<file path="src/rtl/cpu_run_ctrl_if.sv">
// Handshake/status bundle between the run controller and its host/core.
//   master: host side (drives requests, core status; observes ce/state/counters)
//   slave : cpu_run_ctrl side
// Signals:
//   run_req, halt_req, step_req, step_instr  run/step/halt requests (1-clk pulses)
//   div_load, div_value                      divider reload update
//   instr_done, cpu_pc                       core status
//   bkpt_addr, bkpt_valid                    breakpoint setup
//   cpu_ce, heartbeat, state, cycle_count, bkpt_hit   controller outputs
interface cpu_run_ctrl_if #(
  parameter int unsigned DIV_W = 26,
  parameter int unsigned CNT_W = 32,
  parameter int unsigned PC_W  = 16
);
  logic             run_req;
  logic             halt_req;
  logic             step_req;
  logic             step_instr;
  logic             div_load;
  logic [DIV_W-1:0] div_value;
  logic             instr_done;
  logic [PC_W-1:0]  cpu_pc;
  logic [PC_W-1:0]  bkpt_addr;
  logic             bkpt_valid;
  logic             cpu_ce;
  logic             heartbeat;
  logic [1:0]       state;
  logic [CNT_W-1:0] cycle_count;
  logic             bkpt_hit;

  modport master (
    output run_req, halt_req, step_req, step_instr, div_load, div_value,
           instr_done, cpu_pc, bkpt_addr, bkpt_valid,
    input  cpu_ce, heartbeat, state, cycle_count, bkpt_hit
  );

  modport slave (
    input  run_req, halt_req, step_req, step_instr, div_load, div_value,
           instr_done, cpu_pc, bkpt_addr, bkpt_valid,
    output cpu_ce, heartbeat, state, cycle_count, bkpt_hit
  );
endinterface

</file>
<file path="src/rtl/cpu_run_ctrl.sv">
// Run/step/halt sequencer for the 16-bit multicycle core. A programmable tick
// divider gates single-cycle clock-enable pulses (cpu_ce) so the core stays in
// the system clock domain. Modes: free-run at the divided rate, single-cycle
// step, single-instruction step, halt. Also drives a 50%-duty LED heartbeat.
// Ports:
//   clk  system clock
//   rst  synchronous, active-high reset
//   bus  cpu_run_ctrl_if.slave: requests, divider reload, core status in;
//        cpu_ce, heartbeat, state (0=HALT 1=RUN 2=STEP_CYC 3=STEP_INS),
//        cycle_count, bkpt_hit out
// Build option: define BKPT_EN to enable the PC breakpoint comparator; without
// it bkpt_hit is tied low and cpu_pc/bkpt_addr/bkpt_valid are ignored.
module cpu_run_ctrl #(
  parameter int unsigned     DIV_W       = 26,
  parameter logic [DIV_W-1:0] DEFAULT_DIV = DIV_W'(49999999),
  parameter int unsigned     CNT_W       = 32,
  parameter int unsigned     PC_W        = 16
) (
  input logic          clk,
  input logic          rst,
  cpu_run_ctrl_if.slave bus
);

  typedef enum logic [1:0] {
    StHalt    = 2'd0,
    StRun     = 2'd1,
    StStepCyc = 2'd2,
    StStepIns = 2'd3
  } state_e;

  state_e           state_q;
  logic [DIV_W-1:0] div_cnt_q;
  logic [DIV_W-1:0] div_reg_q;
  logic             heartbeat_q;
  logic             cpu_ce_q;
  logic [CNT_W-1:0] cycle_count_q;
  logic             tick;
  logic             bkpt_stop;
  logic [PC_W-1:0]  pc_diff;

  // A reload in progress suppresses the tick of that cycle.
  assign tick    = (div_cnt_q == div_reg_q) && !bus.div_load;
  assign pc_diff = bus.cpu_pc ^ bus.bkpt_addr;

`ifdef BKPT_EN
  logic bkpt_hit_q;

  // Only a retiring instruction (ce & instr_done) at the armed address stops the run.
  assign bkpt_stop = ((state_q == StRun) || (state_q == StStepIns)) && cpu_ce_q &&
                     bus.instr_done && bus.bkpt_valid && (pc_diff == '0);

  always_ff @(posedge clk) begin
    if (rst) begin
      bkpt_hit_q <= 1'b0;
    end else if (bus.halt_req) begin
      bkpt_hit_q <= bkpt_hit_q;
    end else if (bkpt_stop) begin
      bkpt_hit_q <= 1'b1;
    end else if ((state_q == StHalt) && (bus.run_req || bus.step_req)) begin
      bkpt_hit_q <= 1'b0;
    end
  end

  assign bus.bkpt_hit = bkpt_hit_q;
`else
  logic unused_bkpt;

  assign unused_bkpt  = ^{pc_diff, bus.bkpt_valid};
  assign bkpt_stop    = 1'b0;
  assign bus.bkpt_hit = 1'b0;
`endif

  always_ff @(posedge clk) begin
    if (rst) begin
      state_q       <= StHalt;
      div_cnt_q     <= '0;
      div_reg_q     <= DEFAULT_DIV;
      heartbeat_q   <= 1'b0;
      cpu_ce_q      <= 1'b0;
      cycle_count_q <= '0;
    end else begin
      // Divider runs in every state.
      if (bus.div_load) begin
        div_reg_q <= bus.div_value;
        div_cnt_q <= '0;
      end else if (tick) begin
        div_cnt_q <= '0;
      end else begin
        div_cnt_q <= div_cnt_q + 1'b1;
      end

      if (tick) heartbeat_q <= ~heartbeat_q;

      // Counter advances on the same edge that raises cpu_ce.
      cpu_ce_q <= tick && (state_q != StHalt);
      if (tick && (state_q != StHalt)) cycle_count_q <= cycle_count_q + 1'b1;

      if (bus.halt_req || bkpt_stop) begin
        state_q <= StHalt;
      end else begin
        unique case (state_q)
          StHalt: begin
            if (bus.run_req) begin
              state_q <= StRun;
            end else if (bus.step_req) begin
              state_q <= bus.step_instr ? StStepIns : StStepCyc;
            end
          end
          StRun: state_q <= StRun;
          StStepCyc: begin
            // The tick seen here yields exactly one ce on the next clk.
            if (tick) state_q <= StHalt;
          end
          StStepIns: begin
            if (cpu_ce_q && bus.instr_done) state_q <= StHalt;
          end
        endcase
      end
    end
  end

  assign bus.cpu_ce      = cpu_ce_q;
  assign bus.heartbeat   = heartbeat_q;
  assign bus.state       = state_q;
  assign bus.cycle_count = cycle_count_q;

endmodule

</file>
<file path="src/flat_wrapper.sv">
// flat-port wrapper written by rule: the top's interface ports become plain ports
module cpu_run_ctrl_flat 
#(
  parameter int unsigned     DIV_W       = 26,
  parameter logic [DIV_W-1:0] DEFAULT_DIV = DIV_W'(49999999),
  parameter int unsigned     CNT_W       = 32,
  parameter int unsigned     PC_W        = 16
)
  (clk, rst, bus_run_req, bus_halt_req, bus_step_req, bus_step_instr, bus_div_load, bus_div_value, bus_instr_done, bus_cpu_pc, bus_bkpt_addr, bus_bkpt_valid, bus_cpu_ce, bus_heartbeat, bus_state, bus_cycle_count, bus_bkpt_hit);
  cpu_run_ctrl_if #(.DIV_W(DIV_W), .CNT_W(CNT_W), .PC_W(PC_W)) bus_i ();
  input logic clk;
  input logic rst;
  input wire logic [$bits(bus_i.run_req)-1:0] bus_run_req;
  input wire logic [$bits(bus_i.halt_req)-1:0] bus_halt_req;
  input wire logic [$bits(bus_i.step_req)-1:0] bus_step_req;
  input wire logic [$bits(bus_i.step_instr)-1:0] bus_step_instr;
  input wire logic [$bits(bus_i.div_load)-1:0] bus_div_load;
  input wire logic [$bits(bus_i.div_value)-1:0] bus_div_value;
  input wire logic [$bits(bus_i.instr_done)-1:0] bus_instr_done;
  input wire logic [$bits(bus_i.cpu_pc)-1:0] bus_cpu_pc;
  input wire logic [$bits(bus_i.bkpt_addr)-1:0] bus_bkpt_addr;
  input wire logic [$bits(bus_i.bkpt_valid)-1:0] bus_bkpt_valid;
  output wire logic [$bits(bus_i.cpu_ce)-1:0] bus_cpu_ce;
  output wire logic [$bits(bus_i.heartbeat)-1:0] bus_heartbeat;
  output wire logic [$bits(bus_i.state)-1:0] bus_state;
  output wire logic [$bits(bus_i.cycle_count)-1:0] bus_cycle_count;
  output wire logic [$bits(bus_i.bkpt_hit)-1:0] bus_bkpt_hit;
  assign bus_i.run_req = bus_run_req;
  assign bus_i.halt_req = bus_halt_req;
  assign bus_i.step_req = bus_step_req;
  assign bus_i.step_instr = bus_step_instr;
  assign bus_i.div_load = bus_div_load;
  assign bus_i.div_value = bus_div_value;
  assign bus_i.instr_done = bus_instr_done;
  assign bus_i.cpu_pc = bus_cpu_pc;
  assign bus_i.bkpt_addr = bus_bkpt_addr;
  assign bus_i.bkpt_valid = bus_bkpt_valid;
  assign bus_cpu_ce = bus_i.cpu_ce;
  assign bus_heartbeat = bus_i.heartbeat;
  assign bus_state = bus_i.state;
  assign bus_cycle_count = bus_i.cycle_count;
  assign bus_bkpt_hit = bus_i.bkpt_hit;
  cpu_run_ctrl #(.DIV_W(DIV_W), .DEFAULT_DIV(DEFAULT_DIV), .CNT_W(CNT_W), .PC_W(PC_W)) u_core (.clk(clk), .rst(rst), .bus(bus_i));
endmodule
</file>
<file path="config.mk">
export PLATFORM = sky130hd
export DESIGN_NAME = cpu_run_ctrl_flat
export DESIGN_NICKNAME = d
export VERILOG_FILES = /design/src/rtl/cpu_run_ctrl_if.sv /design/src/rtl/cpu_run_ctrl.sv /design/src/flat_wrapper.sv
export SDC_FILE = /design/constraint.sdc
export NUM_CORES = 1
export LEC_CHECK = 0
export ABC_AREA = 1
export BUFFER_PORTS_ARGS = -buffer_cell sky130_fd_sc_hd__clkbuf_2
export CORE_AREA = 2 2 141 143
export CTS_BUF_LIST = sky130_fd_sc_hd__clkbuf_4
export DETAILED_ROUTE_END_ITERATION = 8
export DIE_AREA = 0 0 143 145
export PLACE_DENSITY = 0.45
export SLEW_MARGIN = 30
export SYNTH_ARGS = -nofsm -noshare
export SYNTH_HDL_FRONTEND = slang
export SYNTH_SLANG_ARGS = --single-unit
</file>
<file path="constraint.sdc">
create_clock -name clk -period 2.8 [get_ports clk]
set_input_delay 0.56 -clock clk [delete_from_list [all_inputs] [get_ports clk]]
set_output_delay 0.56 -clock clk [all_outputs]
set_load 0.05 [all_outputs]
</file>
==> run summary <==
Antenna viol nets, final: 0
Fin crit share: 84.1%
Vias in the first global route: 4462
CTS Buffer Depth: 2
Syn Inst Count: 742
Worst setup SP type: flip-flop
Post-Syn Area: 0.00488 mm2
Drt wl/cell: 13.3 um
Sequential area share after synthesis: 36.1%
Synthesized Nets: 811
CORE AREA: 0.0192 mm2
Status: complete, no violations
Clock slew at reported path FFs: 150 ps
Commonest non-fill, non-tap cell in the layout: nand2_1
Residual DRC count: 0
Max Fclk: 425 MHz
Yosys warning total: 0
Root Driver: clkbuf_4
Vias/cell: 4.37
Worst skew pair latency: 470 ps
Worst hold path type: in -> reg
CP Capture Type: flip-flop
Port Buffers: 69
Crit path time final: 2350 ps
Core Util, Final: 29.4%
Crit Path Max Fanout: 35
Setup CP Type: reg -> reg
Final Hold Fails: 0
Commonest non-fill, non-tap cells in the layout: 210 x nand2_1, 88 x dfxtp_1, 80 x nor2_1, 76 x inv_1, 69 x clkbuf_2
Pwr per Cell Area: 406 mW/mm2
Drt initial violations: 293
# H-tree levels: 3
Primary FF master, synth: dfxtp_1
Die height: 145 um
CTS resizes: 0
Layout cells sized above 1: 15.7%
First-pass GRT wire length: 23400 um
Pre-antenna DRT Iters: 5
Area grow syn2layout: 15.4%
GRT overflow: 0
Row cnt: 51
Num CTS Buffers: 9
Worst slew pin tran: 570 ps
Clk_skew: 16.8 ps
Syn avg cell area: 6.58 um2
GRT Util Overall: 14.3%
Die X: 143 um
FF+latch count, synth: 88
CTS tree: yes
RSZ-0062 raised after global routing: false
Sum Neg Setup Slack: 0 ps
Initial antenna violation count: 1
Final net count: 874
Initial Utilization: 25.4%
Slew Limit Fails: 0
Gpl congestion: 0.848
Clk sinks: 88
CP Data Required Time: 3150 ps
LEAKAGE: 2.32 nW
Number of synthesized flops with an enable pin: 0
CTS Hold Buffers Added: 0
DRT Wirelength: 14400 um
Post-CTS setup buffers: 0
I/O pin count: 104
Finished Cell Area: 0.00564 mm2
Dpl hpwl: 10900 um
Unique cell type count in the Yosys netlist: 41
Final setup vio count: 0
Die area: 0.0207 mm2
Max-cap violations: 0
Via count: 4699
Largest net degree at the start of global routing: 48
Peak supply drop: 0.000191 V
Worst slew margin: 62.0%
FFs w/ async S/R, synth: 0%
Crit path DAT: 2700 ps
DP Area: 0.00548 mm2
[where the power goes]
part	total (mW)	leakage (nW)	internal (mW)	switching (mW)
registers	1.30	0.716	1.28	0.0169
logic	0.181	1.53	0.0600	0.121
clock network	0.812	0.0747	0.353	0.459
total	2.29	2.32	1.69	0.596
[area by class of cell]
type                    count  area [um2]
multi-input cells         543        2660
repair buffers             76         398
diodes                      1        2.50
inverters                  87         329
flip-flops and latches     88        1760
well taps                 265         332
clock inverters             7        86.3
clock buffers               9        67.6
fillers                  2199       13600
[stage by stage]
step / instances / hold WS (ps) / setup slack, ps / total power [mW]
after floorplan: 742 / 447 / 852 / 1.44
after global placement: 1059 / 467 / 362 / 1.51
after detailed placement: 1059 / 466 / 363 / 1.51
after CTS: 1075 / 256 / 378 / 2.34
after global routing: 1076 / 271 / 144 / 2.41
final: 1076 / 297 / 446 / 2.29
[registers in the layout (all words and copies together) (netlist names)]
| signal | flops |
|---|---|
| u_core.bus.state | 2 |
| u_core.div_reg_q | 26 |
| u_core.bus.heartbeat | 1 |
| u_core.bus.cpu_ce | 1 |
| u_core.div_cnt_q | 26 |
| u_core.bus.cycle_count | 32 |
[metal layers]
layer  vias up  global-route usage (%)  routed length, um
met1      2106                    20.0               7180
met3         9                    2.41                556
met5         -                       0                  0
met4         0                    4.01                139
li1       2501                       -                  -
met2        83                    22.8               6470
[critical path, cell delays in order (launching register included)]
cell     delay [ps]
dfxtp_1         500
inv_2            80
nand2_1          60
nand2_1          50
nor2_1           90
nand2_1          90
nor2_2          140
nand2_2         110
nor2_8          220
buf_4           300
nand2_4         260
o21ai_0         250
a21oi_1          50
[worst paths after layout]
check             slack, ps  cells after the start                        end                  from
setup / recovery        450                     12  u_core.bus.cycle_count[1]   u_core.div_cnt_q[4]
hold / removal          300                      3        u_core.div_reg_q[5]      bus_div_value[5]
setup reg to reg        450                     12  u_core.bus.cycle_count[1]   u_core.div_cnt_q[4]
hold reg to reg         490                      2       u_core.div_reg_q[18]  u_core.div_reg_q[18]
[cell usage after synthesis (2+ instances only)]
cell | number | share of area [%]
nand2_1 | 210 | 16
nand2_2 | 2 | 0.26
buf_6 | 2 | 0.46
buf_2 | 6 | 0.61
o31ai_1 | 2 | 0.31
clkbuf_1 | 10 | 0.77
inv_2 | 10 | 0.77
nor2_2 | 6 | 0.77
nand4_1 | 15 | 1.9
dfxtp_1 | 88 | 36
nand3_2 | 3 | 0.61
nor3b_2 | 2 | 0.51
a21oi_1 | 64 | 6.6
nor3_2 | 7 | 1.4
nor4_1 | 4 | 0.51
nor3_1 | 23 | 2.4
buf_4 | 5 | 0.77
inv_1 | 76 | 5.8
xnor2_1 | 14 | 2.5
nand3_1 | 46 | 4.7
ha_1 | 2 | 0.51
or2_2 | 2 | 0.26
o21ai_0 | 26 | 2.7
nor2_1 | 80 | 6.1
nor3b_1 | 2 | 0.31
xor2_1 | 20 | 3.6
[logic make-up (layout without fill, tap and decap cells)]
family,after synthesis,after routing,synth area share [%]
fa+ha+maj,2,2,0.512
simple gates,410,410,37.7
compound gates,96,96,10.1
buf+inv,111,179,9.43
other cells,1,2,0.0768
xor+xnor,34,34,6.10
flops,88,88,36.1
Power figures use the tool's default switching activity.
